`src/rtl/dptr_bank.sv`:
```
// Purpose: bank of 8051-style 16-bit data pointers with DPS select/auto-modify control.
// Latency: register updates land on the clock edge; data_h/data_l/sfr_rd_data are combinational.
// Backpressure: none; every strobe is accepted in the cycle it is presented.
module dptr_bank #(
    parameter int         NUM_PTRS = 2,
    parameter logic [7:0] SFR_DPL  = 8'h82,
    parameter logic [7:0] SFR_DPH  = 8'h83,
    parameter logic [7:0] SFR_DPS  = 8'h86
) (
    input  logic        clock,
    input  logic        reset,
    input  logic        write_en,
    input  logic        write_bit_en,
    input  logic [7:0]  addr,
    input  logic [7:0]  data_in,
    input  logic        load16_en,
    input  logic [15:0] load16_data,
    input  logic        inc_en,
    input  logic        movx_done,
    output logic [7:0]  data_h,
    output logic [7:0]  data_l,
    output logic [7:0]  dps_out,
    output logic [7:0]  sfr_rd_data
);

    localparam int              SEL_W   = (NUM_PTRS <= 2) ? 1 : $clog2(NUM_PTRS);
    localparam logic [SEL_W-1:0] SEL_MAX = SEL_W'(NUM_PTRS - 1);
    localparam logic [7:0]      NPTR_8  = 8'(NUM_PTRS);

    logic [15:0]      ptr_q [NUM_PTRS];
    logic [SEL_W-1:0] sel_q, sel_d;
    logic             aid_q, aid_d;
    logic             aie_q, aie_d;
    logic             tsl_q, tsl_d;

    logic             byte_wr;
    logic             wr_dpl, wr_dph, wr_dps;
    logic [15:0]      cur_ptr;
    logic [15:0]      ptr_d;
    logic             ptr_we;
    logic             auto_mod;
    logic [7:0]       sel_wr_ext;

    // Bit-addressed writes share the strobe but must never touch the byte registers.
    assign byte_wr = write_en & ~write_bit_en;
    assign wr_dpl  = byte_wr && (addr == SFR_DPL);
    assign wr_dph  = byte_wr && (addr == SFR_DPH);
    assign wr_dps  = byte_wr && (addr == SFR_DPS);

    // Select the active pointer by SEL.
    always_comb begin
        cur_ptr = ptr_q[0];
        for (int i = 0; i < NUM_PTRS; i++) begin
            if (sel_q == SEL_W'(i)) begin
                cur_ptr = ptr_q[i];
            end
        end
    end

    assign data_h = cur_ptr[15:8];
    assign data_l = cur_ptr[7:0];

    // Prioritised next value of the active pointer: byte write > load16 > inc > auto-modify.
    always_comb begin
        ptr_d    = cur_ptr;
        ptr_we   = 1'b0;
        auto_mod = 1'b0;
        if (wr_dpl) begin
            ptr_d  = {cur_ptr[15:8], data_in};
            ptr_we = 1'b1;
        end else if (wr_dph) begin
            ptr_d  = {data_in, cur_ptr[7:0]};
            ptr_we = 1'b1;
        end else if (load16_en) begin
            ptr_d  = load16_data;
            ptr_we = 1'b1;
        end else if (inc_en) begin
            ptr_d  = cur_ptr + 16'd1;
            ptr_we = 1'b1;
        end else if (movx_done && aie_q) begin
            ptr_d    = aid_q ? (cur_ptr - 16'd1) : (cur_ptr + 16'd1);
            ptr_we   = 1'b1;
            auto_mod = 1'b1;
        end
    end

    // Next DPS: an explicit write beats the TSL advance; out-of-range SEL clamps to the last pointer.
    always_comb begin
        sel_wr_ext = {{(8-SEL_W){1'b0}}, data_in[SEL_W-1:0]};
        sel_d      = sel_q;
        aid_d      = aid_q;
        aie_d      = aie_q;
        tsl_d      = tsl_q;
        if (wr_dps) begin
            sel_d = (sel_wr_ext >= NPTR_8) ? SEL_MAX : data_in[SEL_W-1:0];
            aid_d = data_in[4];
            aie_d = data_in[5];
            tsl_d = data_in[6];
        end else if (auto_mod && tsl_q) begin
            sel_d = (sel_q == SEL_MAX) ? '0 : (sel_q + SEL_W'(1));
        end
    end

    // Only the pointer selected before this edge may change.
    always_ff @(posedge clock or negedge reset) begin
        if (!reset) begin
            for (int i = 0; i < NUM_PTRS; i++) begin
                ptr_q[i] <= 16'h0000;
            end
        end else begin
            for (int i = 0; i < NUM_PTRS; i++) begin
                if (ptr_we && (sel_q == SEL_W'(i))) begin
                    ptr_q[i] <= ptr_d;
                end
            end
        end
    end

    // DPS control register.
    always_ff @(posedge clock or negedge reset) begin
        if (!reset) begin
            sel_q <= '0;
            aid_q <= 1'b0;
            aie_q <= 1'b0;
            tsl_q <= 1'b0;
        end else begin
            sel_q <= sel_d;
            aid_q <= aid_d;
            aie_q <= aie_d;
            tsl_q <= tsl_d;
        end
    end

    // Assemble DPS image; unimplemented bits read as zero.
    always_comb begin
        dps_out              = 8'h00;
        dps_out[SEL_W-1:0]   = sel_q;
        dps_out[4]           = aid_q;
        dps_out[5]           = aie_q;
        dps_out[6]           = tsl_q;
    end

    // SFR read mux.
    always_comb begin
        sfr_rd_data = 8'h00;
        if (addr == SFR_DPL) begin
            sfr_rd_data = data_l;
        end else if (addr == SFR_DPH) begin
            sfr_rd_data = data_h;
        end else if (addr == SFR_DPS) begin
            sfr_rd_data = dps_out;
        end
    end

endmodule

```
`config.mk`:
```
export PLATFORM = sky130hd
export DESIGN_NAME = dptr_bank
export DESIGN_NICKNAME = d
export VERILOG_FILES = /design/src/rtl/dptr_bank.sv
export SDC_FILE = /design/constraint.sdc
export NUM_CORES = 1
export LEC_CHECK = 0
export ABC_AREA = 1
export ABC_CLOCK_PERIOD_IN_PS = 3200
export CORE_UTILIZATION = 50
export CTS_CLUSTER_SIZE = 30
export DETAILED_ROUTE_END_ITERATION = 10
export GPL_ROUTABILITY_DRIVEN = 0
export PLACE_DENSITY = 0.79
export REMOVE_ABC_BUFFERS = 1
export SYNTH_ARGS = -nofsm -noshare
export SYNTH_HDL_FRONTEND = slang
export SYNTH_SLANG_ARGS = --single-unit
export TNS_END_PERCENT = 100
```
`constraint.sdc`:
```
create_clock -name clock -period 3.2 [get_ports clock]
set_input_delay 0.48 -clock clock [delete_from_list [all_inputs] [get_ports clock]]
set_output_delay 0.48 -clock clock [all_outputs]
set_load 0.02 [all_outputs]
```
==> results.py, run 1 <==
metrics = {
    "layout": {
        "antenna_cells": 0,
        "drive_above_1_share_pct": 13.0,
        "syn_to_final_growth_pct": 19.6,
        "final_cell_area_sq_um": 4600,
        "nets": 740,
    },
    "yosys": {
        "synthTopCellsByCount": "260 x nand2_1, 64 x inv_1, 47 x nand3_1",
        "yosysSeqAreaShare_pct": 23.4,
        "synth_most_common_cell": "nand2_1",
        "synth-seq-cells": 36,
        "synth_warnings": 0,
        "synth.avg_cell_area_sq_um": 5.98,
        "yosys.area.top_type_share_pct": 25.4,
        "synth_cell_types": 40,
        "synth-edff-count": 0,
        "syn_area_sq_um": 3840,
        "synth.area.top_cells": "nand2_1 25%, dfrtp_1 23%, inv_1 6.2%",
        "async_reset_ff_share_pct": 100,
        "synth_ff_type": "dfrtp_1",
        "netlist_instances": 643,
        "synth_top_area_cell": "nand2_1",
    },
    "grt": {
        "grt_pass1_vias": 4111,
        "antenna_found_initial": 0,
        "track_usage_pct": 33.1,
        "grt_max_degree": 37,
        "grt_first_pass_wirelength_um": 20100,
        "grt_overflow": 0,
    },
    "sta": {
        "fin_setup_tns_ps": 0,
        "fmax_mhz": 326,
        "post-route-period-util_pct": 95.7,
        "skew_ps": 7.51,
        "finalMaxSlewViolations": 0,
        "post-route-min-period_ps": 3060,
        "slew_headroom_pct": 54.8,
        "tightest_slew_ps": 677,
        "hold_viol": 0,
        "rsz0062_at_grt": "no",
        "holdWs_ps": 488,
        "setup_viol": 0,
    },
    "drt": {
        "firstDrtPassIters": 6,
        "final_antenna_net_count": 0,
        "drc": 0,
        "via_per_inst": 5.56,
        "wl_um": 12500,
        "drt_first_iter_violations": 537,
        "vias": 4445,
        "wl_per_cell_um": 15.7,
    },
    "floorplanning": {
        "die_x_um": 89.7,
        "die_area_sq_um": 8040,
        "ioPinCount": 71,
        "rows": 31,
        "start_util_pct": 52.4,
        "core-area_sq_um": 7330,
        "die_h_um": 89.7,
    },
    "pwr": {
        "cellLeakagePower_nw": 2.24,
        "internal_power_uw": 971,
        "combPwrFrac_pct": 44.7,
        "ir_worst_vdd_mv": 0.200,
        "power.density_nw_per_um2": 372,
        "p_sw_share_pct": 43.3,
        "pwr-share-seq_pct": 35.4,
        "power_switching_uw": 741,
        "clkPwrFrac_pct": 19.9,
        "p_total_mw": 1.71,
    },
    "clock_tree": {
        "cts_setup_buffers": 0,
        "clkSinkCount": 36,
        "cts_resized": 0,
        "htreeDepth": 2,
        "cts.clk_slew.worst_paths_ps": 80,
        "root_buffer": "clkbuf_8",
        "clockBufferDepth": 2,
        "cts_made_buffers": 5,
        "ctsHoldBuffers": 0,
        "cts_tree": "done",
        "insertion_delay_ps": 300,
    },
    "setup_path": {
        "cp_max_fo": 9,
        "crit_path_end_kind": "output port",
        "r2r_start": "sel_q$_DFFE_PN0P_",
        "cp-startpoint": "addr[3]",
        "cp-start-kind": "input port",
        "crit_type": "input port to output port",
        "required_ps": 2720,
        "cp.arrival_ps": 2580,
    },
    "placement": {
        "port_buffers": 66,
        "hpwlAfterDp_um": 9190,
        "placed_area_sq_um": 4510,
    },
    "outcome": {
        "status": "completed",
    },
    "worst_hold_path": {
        "min_from": "ptr_q[15]$_DFFE_PN0P_",
        "hold_class": "flop to flop",
    },
    "run": {
        "drv_cap": 0,
    },
}
## critical path, stage by stage
cell	delay, ps
clkdlybuf4s50_1	440
or2_1	250
nor2_2	150
nand3b_4	170
o21ai_0	200
a31oi_1	60
a21oi_1	190
clkdlybuf4s50_1	640
## flip-flops by register name (all words and copies together) (netlist names)
| signal | count |
|---|---|
| ptr_q | 32 |
| aid_q | 1 |
| aie_q | 1 |
| sel_q | 1 |
| tsl_q | 1 |
## path summary, 6_finish.rpt
kind	end	slack (ps)	cells after the start
worst max-delay path	sfr_rd_data[5]	140	8
worst min-delay path	ptr_q[15]$_DFFE_PN0P_	490	2
worst max register to register	ptr_q[14]$_DFFE_PN0P_	520	19
worst min register to register	ptr_q[15]$_DFFE_PN0P_	490	2
max in group asynchronous	ptr_q[26]$_DFFE_PN0P_	2240	2
min in group asynchronous	ptr_q[1]$_DFFE_PN0P_	600	2
## area by class of cell
type | instances | area (sq um)
fillers | 700 | 2730
repair buffers | 74 | 733
clock buffers | 6 | 72.6
clock inverters | 2 | 16.3
well taps | 99 | 124
inverters | 71 | 272
flip-flops and latches | 36 | 901
multi-input cells | 511 | 2480
## per-stage QoR
step | instances | util [%] | worst slack, ps
6_report | 799 | 62.7 | 136
5_1_grt | 799 | 62.7 | 41.3
4_1_cts | 799 | 62.7 | 158
3_5_place_dp | 791 | 61.5 | 163
3_3_place_gp | 791 | 61.5 | 210
2_1_floorplan | 618 | - | 287
## layer usage
layer | track usage (%) | vias up | wire length [um]
met5 | 0 | - | 0
met4 | 15.3 | 0 | 518
met3 | 6.76 | 48 | 1410
li1 | - | 2135 | -
met1 | 43.4 | 1961 | 5000
met2 | 52.3 | 301 | 5620
## cells in the final DEF (no fill, tap or decap), drive strengths merged
cell type and instances:
nand2 287, inv 71, clkdlybuf4s50 66, nand3 53, nor2 53, o21ai 47
dfrtp 36, a21oi 21, or2 9, o22ai 8, buf 8, o211ai 7
clkbuf 6, a31oi 5, nand4 5, conb 4, nor3 4, ha 2
nor4 1, nand3b 1, xnor2 1, a211oi 1, or3b 1, xor2 1
clkinvlp 1, clkinv 1
## cell families (layout without fill, tap and decap cells)
group	after synthesis	after routing	share of synthesized area, %
AOI/OAI and AO/OA	89	89	13.3
xor gates and xnor gates	2	2	0.456
adders and majority gates	2	2	0.651
buffers and inverters	99	153	12.4
DFF	36	36	23.4
other	1	4	0.0975
and+or+nand+nor	414	414	49.7
## power groups by stage
stage	registers, mW	logic [mW]	clock network [mW]
floorplan	0.603	0.490	0
global placement	0.607	0.736	0
detailed placement	0.613	0.749	0
CTS	0.604	0.753	0.340
global route	0.614	0.846	0.358
finish	0.606	0.765	0.340
Power figures use the tool's default switching activity.
==> inputs of run 2 (changes only) <==
--- a/config.mk
+++ b/config.mk
@@ -7,7 +7,9 @@
 export LEC_CHECK = 0
 export ABC_AREA = 1
 export ABC_CLOCK_PERIOD_IN_PS = 3200
+export CORE_ASPECT_RATIO = 0.5
 export CORE_UTILIZATION = 50
+export CTS_BUF_LIST = sky130_fd_sc_hd__clkbuf_4 sky130_fd_sc_hd__clkbuf_8
 export CTS_CLUSTER_SIZE = 30
 export DETAILED_ROUTE_END_ITERATION = 10
 export GPL_ROUTABILITY_DRIVEN = 0
==> run 2 against run 1 <==
  * Via count barely moved
  * Core utilization fell by 0.39 points
  * Worst setup slack improved by 33 ps
  * Critical endpoint is now sfr_rd_data[0]
  * Largest cell class unchanged
==> results.py, run 2 (synthesis gave the netlist of run 1 again) <==
metrics = {
    "layout": {
        "drive_above_1_share_pct": 13.3,
        "antenna_cells": 0,
        "nets": 741,
        "regMostFlops": "ptr_q",
        "mostFrequentLayoutCells": "260 x nand2_1, 66 x clkdlybuf4s50_1, 64 x inv_1, 47 x nand3_1",
        "largest_reg_flops": 32,
        "fillers": 709,
        "layout_commonest_cell": "nand2_1",
        "syn_to_final_growth_pct": 19.6,
    },
    "grt": {
        "grt_overflow": 0,
        "use_met3_pct": 11.6,
        "grt_max_degree": 37,
        "antenna_found_initial": 0,
        "grt_pass1_vias": 3964,
        "use_met1_pct": 45.8,
        "grt_first_pass_wirelength_um": 20400,
        "track_usage_pct": 33.1,
        "use_met2_pct": 48.7,
        "busiest_layer": "met2",
    },
    "drt": {
        "vias": 4447,
        "drt_first_iter_violations": 476,
        "via_per_inst": 5.58,
        "drc": 0,
        "final_antenna_net_count": 0,
        "firstDrtPassIters": 5,
        "wl_um": 13000,
        "wl_per_cell_um": 16.2,
    },
    "setup_path": {
        "crit_type": "input port to output port",
        "r2r-end": "ptr_q[26]$_DFFE_PN0P_",
        "required_ps": 2720,
        "cp-start-kind": "input port",
        "reg2reg_slack_ps": 550,
        "cp.arrival_ps": 2550,
        "cp_max_fo": 9,
        "r2r_start": "sel_q$_DFFE_PN0P_",
        "crit_path_end_kind": "output port",
        "cp-endpoint": "sfr_rd_data[0]",
        "cp-startpoint": "addr[3]",
        "worstRegToRegCells": 15,
    },
    "clock_tree": {
        "cts_tree": "done",
        "cts.clk_slew.worst_paths_ps": 60,
        "clkSinkCount": 36,
        "ctsHoldBuffers": 0,
        "htreeDepth": 2,
        "cts_resized": 0,
        "cts_setup_buffers": 0,
        "cts_made_buffers": 5,
        "root_buffer": "clkbuf_8",
        "insertion_delay_ps": 290,
        "clockBufferDepth": 2,
    },
    "floorplanning": {
        "start_util_pct": 52.1,
        "die_area_sq_um": 8070,
        "die_h_um": 64.0,
        "ioPinCount": 71,
        "rows": 22,
        "core-area_sq_um": 7380,
        "die_x_um": 126,
    },
    "pwr": {
        "cellLeakagePower_nw": 2.25,
        "power_switching_uw": 752,
        "p_sw_share_pct": 42.7,
        "power.density_nw_per_um2": 383,
        "combPwrFrac_pct": 45.6,
        "clkPwrFrac_pct": 20.0,
        "internal_power_mw": 1.01,
        "pwr-share-seq_pct": 34.5,
        "ir_worst_vdd_mv": 0.310,
    },
    "placement": {
        "pre_cts_slack_ps": 187,
        "hpwlAfterDp_um": 9920,
        "port_buffers": 66,
    },
    "run": {
        "drv_cap": 0,
    },
    "worst_hold_path": {
        "hold_class": "flop to flop",
    },
    "sta": {
        "tightest_slew_ps": 636,
        "post-route-min-period_ps": 3030,
        "hold_viol": 0,
        "post-route-period-util_pct": 94.7,
        "fin_setup_tns_ps": 0,
        "skew_ps": 5.88,
        "layout_setup_ws_ps": 169,
        "finalMaxSlewViolations": 0,
        "rsz0062_at_grt": "no",
        "fmax_mhz": 330,
        "setup_viol": 0,
        "slew_headroom_pct": 57.6,
    },
    "outcome": {
        "status": "completed",
    },
}
## run 2: layer usage
layer,wire length [um],up-vias,share of wire [%]
li1,-,2141,-
met1,5530,2031,43
met2,5400,251,42
met3,1820,24,14
met4,207,0,1.6
met5,0,-,0
## run 2: cell type report
cell class / count / area [sq um] / area share [%]
inverter: 71 / 272 / 5.90
tap: 96 / 120 / 2.61
timing repair buffer: 75 / 728 / 15.8
sequential: 36 / 901 / 19.6
multi-input combinational: 511 / 2480 / 53.9
clock buffer: 8 / 97.6 / 2.12
## run 2: worst min path at each step
stage	start	end	depth (start not counted)
after floorplan	reset	aid_q$_DFFE_PN0P_	0
after global placement	ptr_q[15]$_DFFE_PN0P_	ptr_q[15]$_DFFE_PN0P_	2
after detailed placement	ptr_q[15]$_DFFE_PN0P_	ptr_q[15]$_DFFE_PN0P_	2
after CTS	ptr_q[15]$_DFFE_PN0P_	ptr_q[15]$_DFFE_PN0P_	2
after global routing	ptr_q[11]$_DFFE_PN0P_	ptr_q[11]$_DFFE_PN0P_	2
final	ptr_q[29]$_DFFE_PN0P_	ptr_q[29]$_DFFE_PN0P_	2
## run 2: through the flow
stage | instances | total power, mW | hold WS (ps) | instance area [sq um] | util [%]
global placement | 789 | 1.37 | 459 | 4500 | 61.0
detailed placement | 789 | 1.39 | 468 | 4500 | 61.0
CTS | 797 | 1.74 | 484 | 4600 | 62.3
finish | 797 | 1.76 | 486 | 4600 | 62.3
floorplan | 618 | 1.09 | 184 | 3650 | -
global route | 797 | 1.87 | 518 | 4600 | 62.3
## run 2: power groups by stage
stage,clock (mW),sequential (mW),combinational (mW)
after global placement,0,0.608,0.761
after floorplan,0,0.603,0.490
after detailed placement,0,0.614,0.776
final,0.352,0.607,0.802
after global routing,0.379,0.619,0.868
after CTS,0.359,0.605,0.779
## run 2: worst max-delay path, stage by stage
cell and delay, ps:
clkdlybuf4s50_1 440, or2_1 240, nor2_2 160, nand3b_4 160
o21ai_0 200, a31oi_1 70, a21oi_1 180, clkdlybuf4s50_1 630
